## src/rtl/sevenseg_pkg.sv

```systemverilog
// Shared register map and segment patterns for the seven-segment scanner.
// Active-low segment patterns, index = hex digit, bit order {g,f,e,d,c,b,a}.
package sevenseg_pkg;

  localparam logic [1:0] REG_CTRL   = 2'd0;
  localparam logic [1:0] REG_VALUE  = 2'd1;
  localparam logic [1:0] REG_DP     = 2'd2;
  localparam logic [1:0] REG_STATUS = 2'd3;

  localparam int CTRL_EN_BIT     = 0;
  localparam int CTRL_BRIGHT_LSB = 4;
  localparam int STATUS_DIRTY    = 8;

  localparam logic [15:0][6:0] SEG_TABLE = {
    7'b0001110, 7'b0000110, 7'b0100001, 7'b1000110,
    7'b0000011, 7'b0001000, 7'b0010000, 7'b0000000,
    7'b1111000, 7'b0000010, 7'b0010010, 7'b0011001,
    7'b0110000, 7'b0100100, 7'b1111001, 7'b1000000
  };

endpackage

```

## src/rtl/sevenseg_decode.sv

```systemverilog
// Nibble plus decimal point to active-low cathode pattern.
module sevenseg_decode
  import sevenseg_pkg::*;
(
  input  logic [3:0] nibble,
  input  logic       dp,
  output logic [7:0] cathode
);

  assign cathode = {~dp, SEG_TABLE[nibble]};

endmodule

```

## src/rtl/wb_sevenseg_scan.sv

```systemverilog
// Wishbone four-digit seven-segment scanner with frame-coherent shadows.
// Optional PWM brightness via SEVENSEG_BRIGHTNESS_EN.
module wb_sevenseg_scan
  import sevenseg_pkg::*;
#(
  parameter logic [31:0] SLAVE_ADDRESS = 32'h0,
  parameter int          REFRESH_LOG2  = 14
) (
  input  logic        wb_clk,
  input  logic        wb_rst_n,
  input  logic [31:0] wb_adr_i,
  input  logic [31:0] wb_dat_i,
  input  logic [3:0]  wb_sel_i,
  input  logic        wb_we_i,
  input  logic        wb_cyc_i,
  input  logic        wb_stb_i,
  output logic [31:0] wb_dat_o,
  output logic        wb_ack_o,
  output logic        wb_err_o,
  output logic        wb_rty_o,
  output logic [3:0]  anode,
  output logic [7:0]  cathode
);

  logic [REFRESH_LOG2-1:0] pre_q, pre_d;
  logic [1:0]  dig_q, dig_d;
  logic        en_q, en_d;
  logic [15:0] value_q, value_d;
  logic [3:0]  dp_q, dp_d;
  logic [15:0] sh_value_q, sh_value_d;
  logic [3:0]  sh_dp_q, sh_dp_d;
  logic        ack_q, ack_d;
  logic        err_q, err_d;
  logic [31:0] dat_q, dat_d;
  logic [3:0]  anode_q, anode_d;
  logic [7:0]  cathode_q, cathode_d;
  logic [3:0]  bright;
  logic        duty_on;
  logic        req, wr, wr_ok, frame_wrap, dirty;
  logic [1:0]  reg_sel;
  logic [31:0] rdata;
  logic [7:0]  seg;
  logic        unused_ok;

`ifdef SEVENSEG_BRIGHTNESS_EN
  logic [3:0] bright_q, bright_d;
  assign bright  = bright_q;
  assign duty_on = pre_q[REFRESH_LOG2-1 -: 4] <= bright_q;
`else
  assign bright  = 4'h0;
  assign duty_on = 1'b1;
`endif

  sevenseg_decode u_dec (
    .nibble  (sh_value_q[{dig_q, 2'b00} +: 4]),
    .dp      (sh_dp_q[dig_q]),
    .cathode (seg)
  );

  always_comb begin
    reg_sel    = wb_adr_i[3:2];
    req        = wb_cyc_i & wb_stb_i & ~ack_q & ~err_q;
    wr         = req & wb_we_i;
    wr_ok      = wr & (reg_sel != REG_STATUS);
    frame_wrap = (&pre_q) & (dig_q == 2'd3);
    dirty      = (value_q != sh_value_q) | (dp_q != sh_dp_q);
    rdata      = '0;
    unique case (reg_sel)
      REG_CTRL:  rdata = {24'h0, bright, 3'b000, en_q};
      REG_VALUE: rdata = {16'h0, value_q};
      REG_DP:    rdata = {28'h0, dp_q};
      default: begin
        rdata[STATUS_DIRTY] = dirty;
        rdata[1:0]          = dig_q;
      end
    endcase
  end

  always_comb begin
    pre_d   = pre_q + 1'b1;
    dig_d   = (&pre_q) ? dig_q + 2'd1 : dig_q;
    en_d    = en_q;
    value_d = value_q;
    dp_d    = dp_q;
`ifdef SEVENSEG_BRIGHTNESS_EN
    bright_d = bright_q;
`endif
    if (wr_ok) begin
      unique case (reg_sel)
        REG_CTRL: if (wb_sel_i[0]) begin
          en_d = wb_dat_i[CTRL_EN_BIT];
`ifdef SEVENSEG_BRIGHTNESS_EN
          bright_d = wb_dat_i[CTRL_BRIGHT_LSB +: 4];
`endif
        end
        REG_VALUE: begin
          if (wb_sel_i[0]) value_d[7:0]  = wb_dat_i[7:0];
          if (wb_sel_i[1]) value_d[15:8] = wb_dat_i[15:8];
        end
        REG_DP: if (wb_sel_i[0]) dp_d = wb_dat_i[3:0];
        default: ;
      endcase
    end
    // shadows sample the pre-write registers, so a racing write waits a frame
    sh_value_d = frame_wrap ? value_q : sh_value_q;
    sh_dp_d    = frame_wrap ? dp_q : sh_dp_q;
    ack_d      = req & ~(wb_we_i & (reg_sel == REG_STATUS));
    err_d      = wr & ~wr_ok;
    dat_d      = (req & ~wb_we_i) ? rdata : '0;
    anode_d    = (en_q & duty_on) ? ~(4'b0001 << dig_q) : 4'hF;
    cathode_d  = en_q ? seg : 8'hFF;
  end

  always_ff @(posedge wb_clk or negedge wb_rst_n) begin
    if (!wb_rst_n) begin
      pre_q      <= '0;
      dig_q      <= '0;
      en_q       <= 1'b0;
      value_q    <= '0;
      dp_q       <= '0;
      sh_value_q <= '0;
      sh_dp_q    <= '0;
      ack_q      <= 1'b0;
      err_q      <= 1'b0;
      dat_q      <= '0;
      anode_q    <= 4'hF;
      cathode_q  <= 8'hFF;
`ifdef SEVENSEG_BRIGHTNESS_EN
      bright_q   <= '0;
`endif
    end else begin
      pre_q      <= pre_d;
      dig_q      <= dig_d;
      en_q       <= en_d;
      value_q    <= value_d;
      dp_q       <= dp_d;
      sh_value_q <= sh_value_d;
      sh_dp_q    <= sh_dp_d;
      ack_q      <= ack_d;
      err_q      <= err_d;
      dat_q      <= dat_d;
      anode_q    <= anode_d;
      cathode_q  <= cathode_d;
`ifdef SEVENSEG_BRIGHTNESS_EN
      bright_q   <= bright_d;
`endif
    end
  end

  assign wb_dat_o = dat_q;
  assign wb_ack_o = ack_q;
  assign wb_err_o = err_q;
  assign wb_rty_o = 1'b0;
  assign anode    = anode_q;
  assign cathode  = cathode_q;

  assign unused_ok = ^{SLAVE_ADDRESS, wb_adr_i[31:4], wb_adr_i[1:0],
                       wb_dat_i[31:16], wb_sel_i[3:2]};

endmodule
```

## config.mk

```make
export PLATFORM = sky130hd
export DESIGN_NAME = wb_sevenseg_scan
export DESIGN_NICKNAME = d
export VERILOG_FILES = /design/src/rtl/sevenseg_pkg.sv /design/src/rtl/sevenseg_decode.sv /design/src/rtl/wb_sevenseg_scan.sv
export SDC_FILE = /design/constraint.sdc
export NUM_CORES = 1
export LEC_CHECK = 0
export CAP_MARGIN = 40
export CORE_MARGIN = 2
export CORE_UTILIZATION = 43
export DETAILED_ROUTE_END_ITERATION = 10
export PLACE_DENSITY = 0.75
export SLEW_MARGIN = 20
export SYNTH_ARGS = -nofsm -noshare
export SYNTH_HDL_FRONTEND = slang
export SYNTH_SLANG_ARGS = --single-unit
export TNS_END_PERCENT = 30
```

## constraint.sdc

```tcl
create_clock -name wb_clk -period 1.68 [get_ports wb_clk]
set_input_delay 0.168 -clock wb_clk [delete_from_list [all_inputs] [get_ports wb_clk]]
set_output_delay 0.168 -clock wb_clk [all_outputs]
set_load 0.05 [all_outputs]
```

==> metrics <==
initial antenna violation count=0; final setup fails=26; DR DRC count=0; DR vias=2729; xor and xnor area share after synthesis=7.08%; Place WS=-296 ps; core area=0.00924 sq mm; Static Leak=2.66 nW; Max VDD drop=368 uV; failing checks=setup timing; layout cells sized above 1=38.8%; largest net degree at the start of global routing=35; gr usage total=16.9%; Fmax=552 MHz; sequential fraction of the synthesis area=53.7%; final setup margin=-133 ps; DRT Pass-1 Iters=4; Unique masters post-synth=41; gpl congestion=0.849; Antenna Cells=0; Pins Over Slew Limit=0; post-synthesis simple-gate area fraction=10.4%; Tightest Pin Transition=514 ps; average size of a mapped cell=13.0 sq um; post-route core utilization=59.1%; critical path class=flip-flop to flip-flop; max cap viols=0; FP Rows=35; asr flop ratio synth=100%; CTS tree=built; cts bufs inserted=9; most frequent cells in the layout=dfrtp_1 (71), buf_4 (59), xnor2_1 (25); Synth Area in Compound Gates=3.77%; Yosys Warn Count=0; Nets=506; worst skew pair latency=350 ps; Layout Cells excl Fill=552; overall power=4.52 mW; Detailed Route WL=8550 microns; RSZ-0062 raised after global routing=yes; hold slack=304 ps; Area Overhead vs Synth=33.9%; Hold Path Class=input pin to asynchronous set/reset pin; routed length per placed instance=15.5 microns; Critical Path AT=2090 ps; Clock Sinks=87; Detail Route Antenna Nets=0; Worst Clk Skew=9.47 ps; Final Critical Period=1810 ps; Pwr Density=827 mW/mm^2; Worst-path clk slew=90 ps; Synth Register Bits=87; mapped cell area=0.00408 sq mm; max incr delay on CP=640 ps; CP max stage cell=mux4_2; commonest non-fill, non-tap cell in the layout=dfrtp_1; startpoint types=flip-flop; vias in the first global route=2737; cells after synthesis=315; H-tree Lvls=3; Max FO, Critical Path=5; CTS max path bufs=2; Die Width=101 microns; IO Pins=120; die area=0.0103 sq mm; period utilization=108%; Synth Area in Adders=4.60%; CTS Root Cell=clkbuf_8; Post-synth EDFFs=0; Fill cells=713; Final Hold Viols=0; Critical Path End Type=flip-flop; dominant synthesized flop cell=dfrtp_1; number of DRC markers in iteration 0=76; Die Y=101 microns; initial core utilization=44.2%; cells along the critical path=mux4_2 -> inv_4 -> ha_4 -> nand2_2 -> o21ai_1 -> o211ai_1; post-synthesis mux area share=15.1%; status=finished with violations; total grt overflow=0; routed vias/inst=4.94; Port Buf Inserts=54; post-DP HPWL=6010 microns; Max-slew headroom=65.7%; combinational family with the most area after synthesis=multiplexers; dpl cells=529; critical path data required time=1950 ps; global-route wire length before repair=13300 microns
[kinds of logic (layout without fill, tap and decap cells)]
family / count (synthesis) / after routing
DFF: 87 / 87
and+or+nand+nor: 73 / 73
muxes: 50 / 50
buffers and inverters: 35 / 127
xor gates and xnor gates: 33 / 33
AOI/OAI and AO/OA: 21 / 21
adders and majority gates: 15 / 15
other: 1 / 17
[final timing paths]
check,slack [ps],depth (start not counted),to,startpoint
setup / recovery,-130,6,cathode[3],dig_q[0]
hold / removal,300,2,value_q[12],wb_rst_n
setup reg to reg,-130,6,cathode[3],dig_q[0]
hold reg to reg,480,1,pre_q[10],pre_q[10]
max in group asynchronous,760,3,cathode[7],wb_rst_n
min in group wb_clk,420,2,value_q[15],wb_dat_i[15]
[power breakdown]
part | leakage [nW] | internal, mW | switching [mW]
combinational | 1.42 | 0.278 | 0.393
sequential | 1.14 | 2.23 | 0.121
clock | 0.0988 | 0.772 | 0.729
[state kept, by name (all words and copies together) (netlist names)]
name and cells:
anode 4, cathode 8, dig_q 2, dp_q 4, en_q 1, pre_q 14, sh_dp_q 4, sh_value_q 16
value_q 16, wb_ack_o 1, wb_dat_o 16, wb_err_o 1
[worst max-delay path, delay by kind of cell (launching register included)]
kind	cells	cell delay, ps
muxes	1	640
DFF	1	420
AOI/OAI and AO/OA	2	260
adders and majority gates	1	220
buffers and inverters	1	140
and+or+nand+nor	1	60
[cell type report]
class	instances	area (sq um)	share of cell area, %
repair buffers	103	966	17.7
clock inverters	4	53.8	0.985
multi-input cells	209	1900	34.7
clock buffers	12	155	2.84
well taps	129	161	2.95
inverters	8	32.5	0.595
flip-flops and latches	87	2200	40.2
[stage by stage]
step                area, sq um  setup TNS [ps]
finish                     5460           -2060
global route               5460           -4450
CTS                        5230           -2890
detailed placement         4990          -10510
global placement           4990           -8660
floorplan                  4160           -2370
[per-layer routing]
metal / part of all wire, % / vias to the layer above / GRT usage (%)
met3: 3.3 / 9 / 3.04
met1: 45 / 1365 / 22.2
met2: 50 / 74 / 28.0
li1: - / 1281 / -
met4: 1.4 / 0 / 6.55
met5: 0 / - / 0
[cell usage after synthesis (all sizes together), types with 2 or more instances]
cell type | number | area [sq um]
a211oi | 2 | 15.0
a21oi | 3 | 15.0
a22oi | 2 | 15.0
and3 | 12 | 75.1
buf | 23 | 169
clkbuf | 4 | 15.0
dfrtp | 75 | 1880
dfstp | 12 | 315
ha | 15 | 188
inv | 8 | 30.0
mux2 | 44 | 495
mux4 | 5 | 113
nand2 | 22 | 82.6
nand3 | 8 | 40.0
nand4 | 7 | 50.1
nor2 | 10 | 37.5
nor3 | 2 | 10.0
nor4 | 4 | 25.0
nor4b | 2 | 38.8
o211ai | 6 | 45.0
o21ai | 4 | 20.0
o311ai | 2 | 25.0
xnor2 | 25 | 219
xor2 | 8 | 70.1
[repair_timing]
item                                   4_1_cts  5_1_grt
hold buffers                                 1        0
pin swaps                                    1        2
setup endpoints to repair                   29       43
resized for setup                            5       43
endpoints found under the hold margin       31        0
cloned                                       0        2
buffers inserted                             1        3
Note: power is estimated with default switching activity, not from simulation.
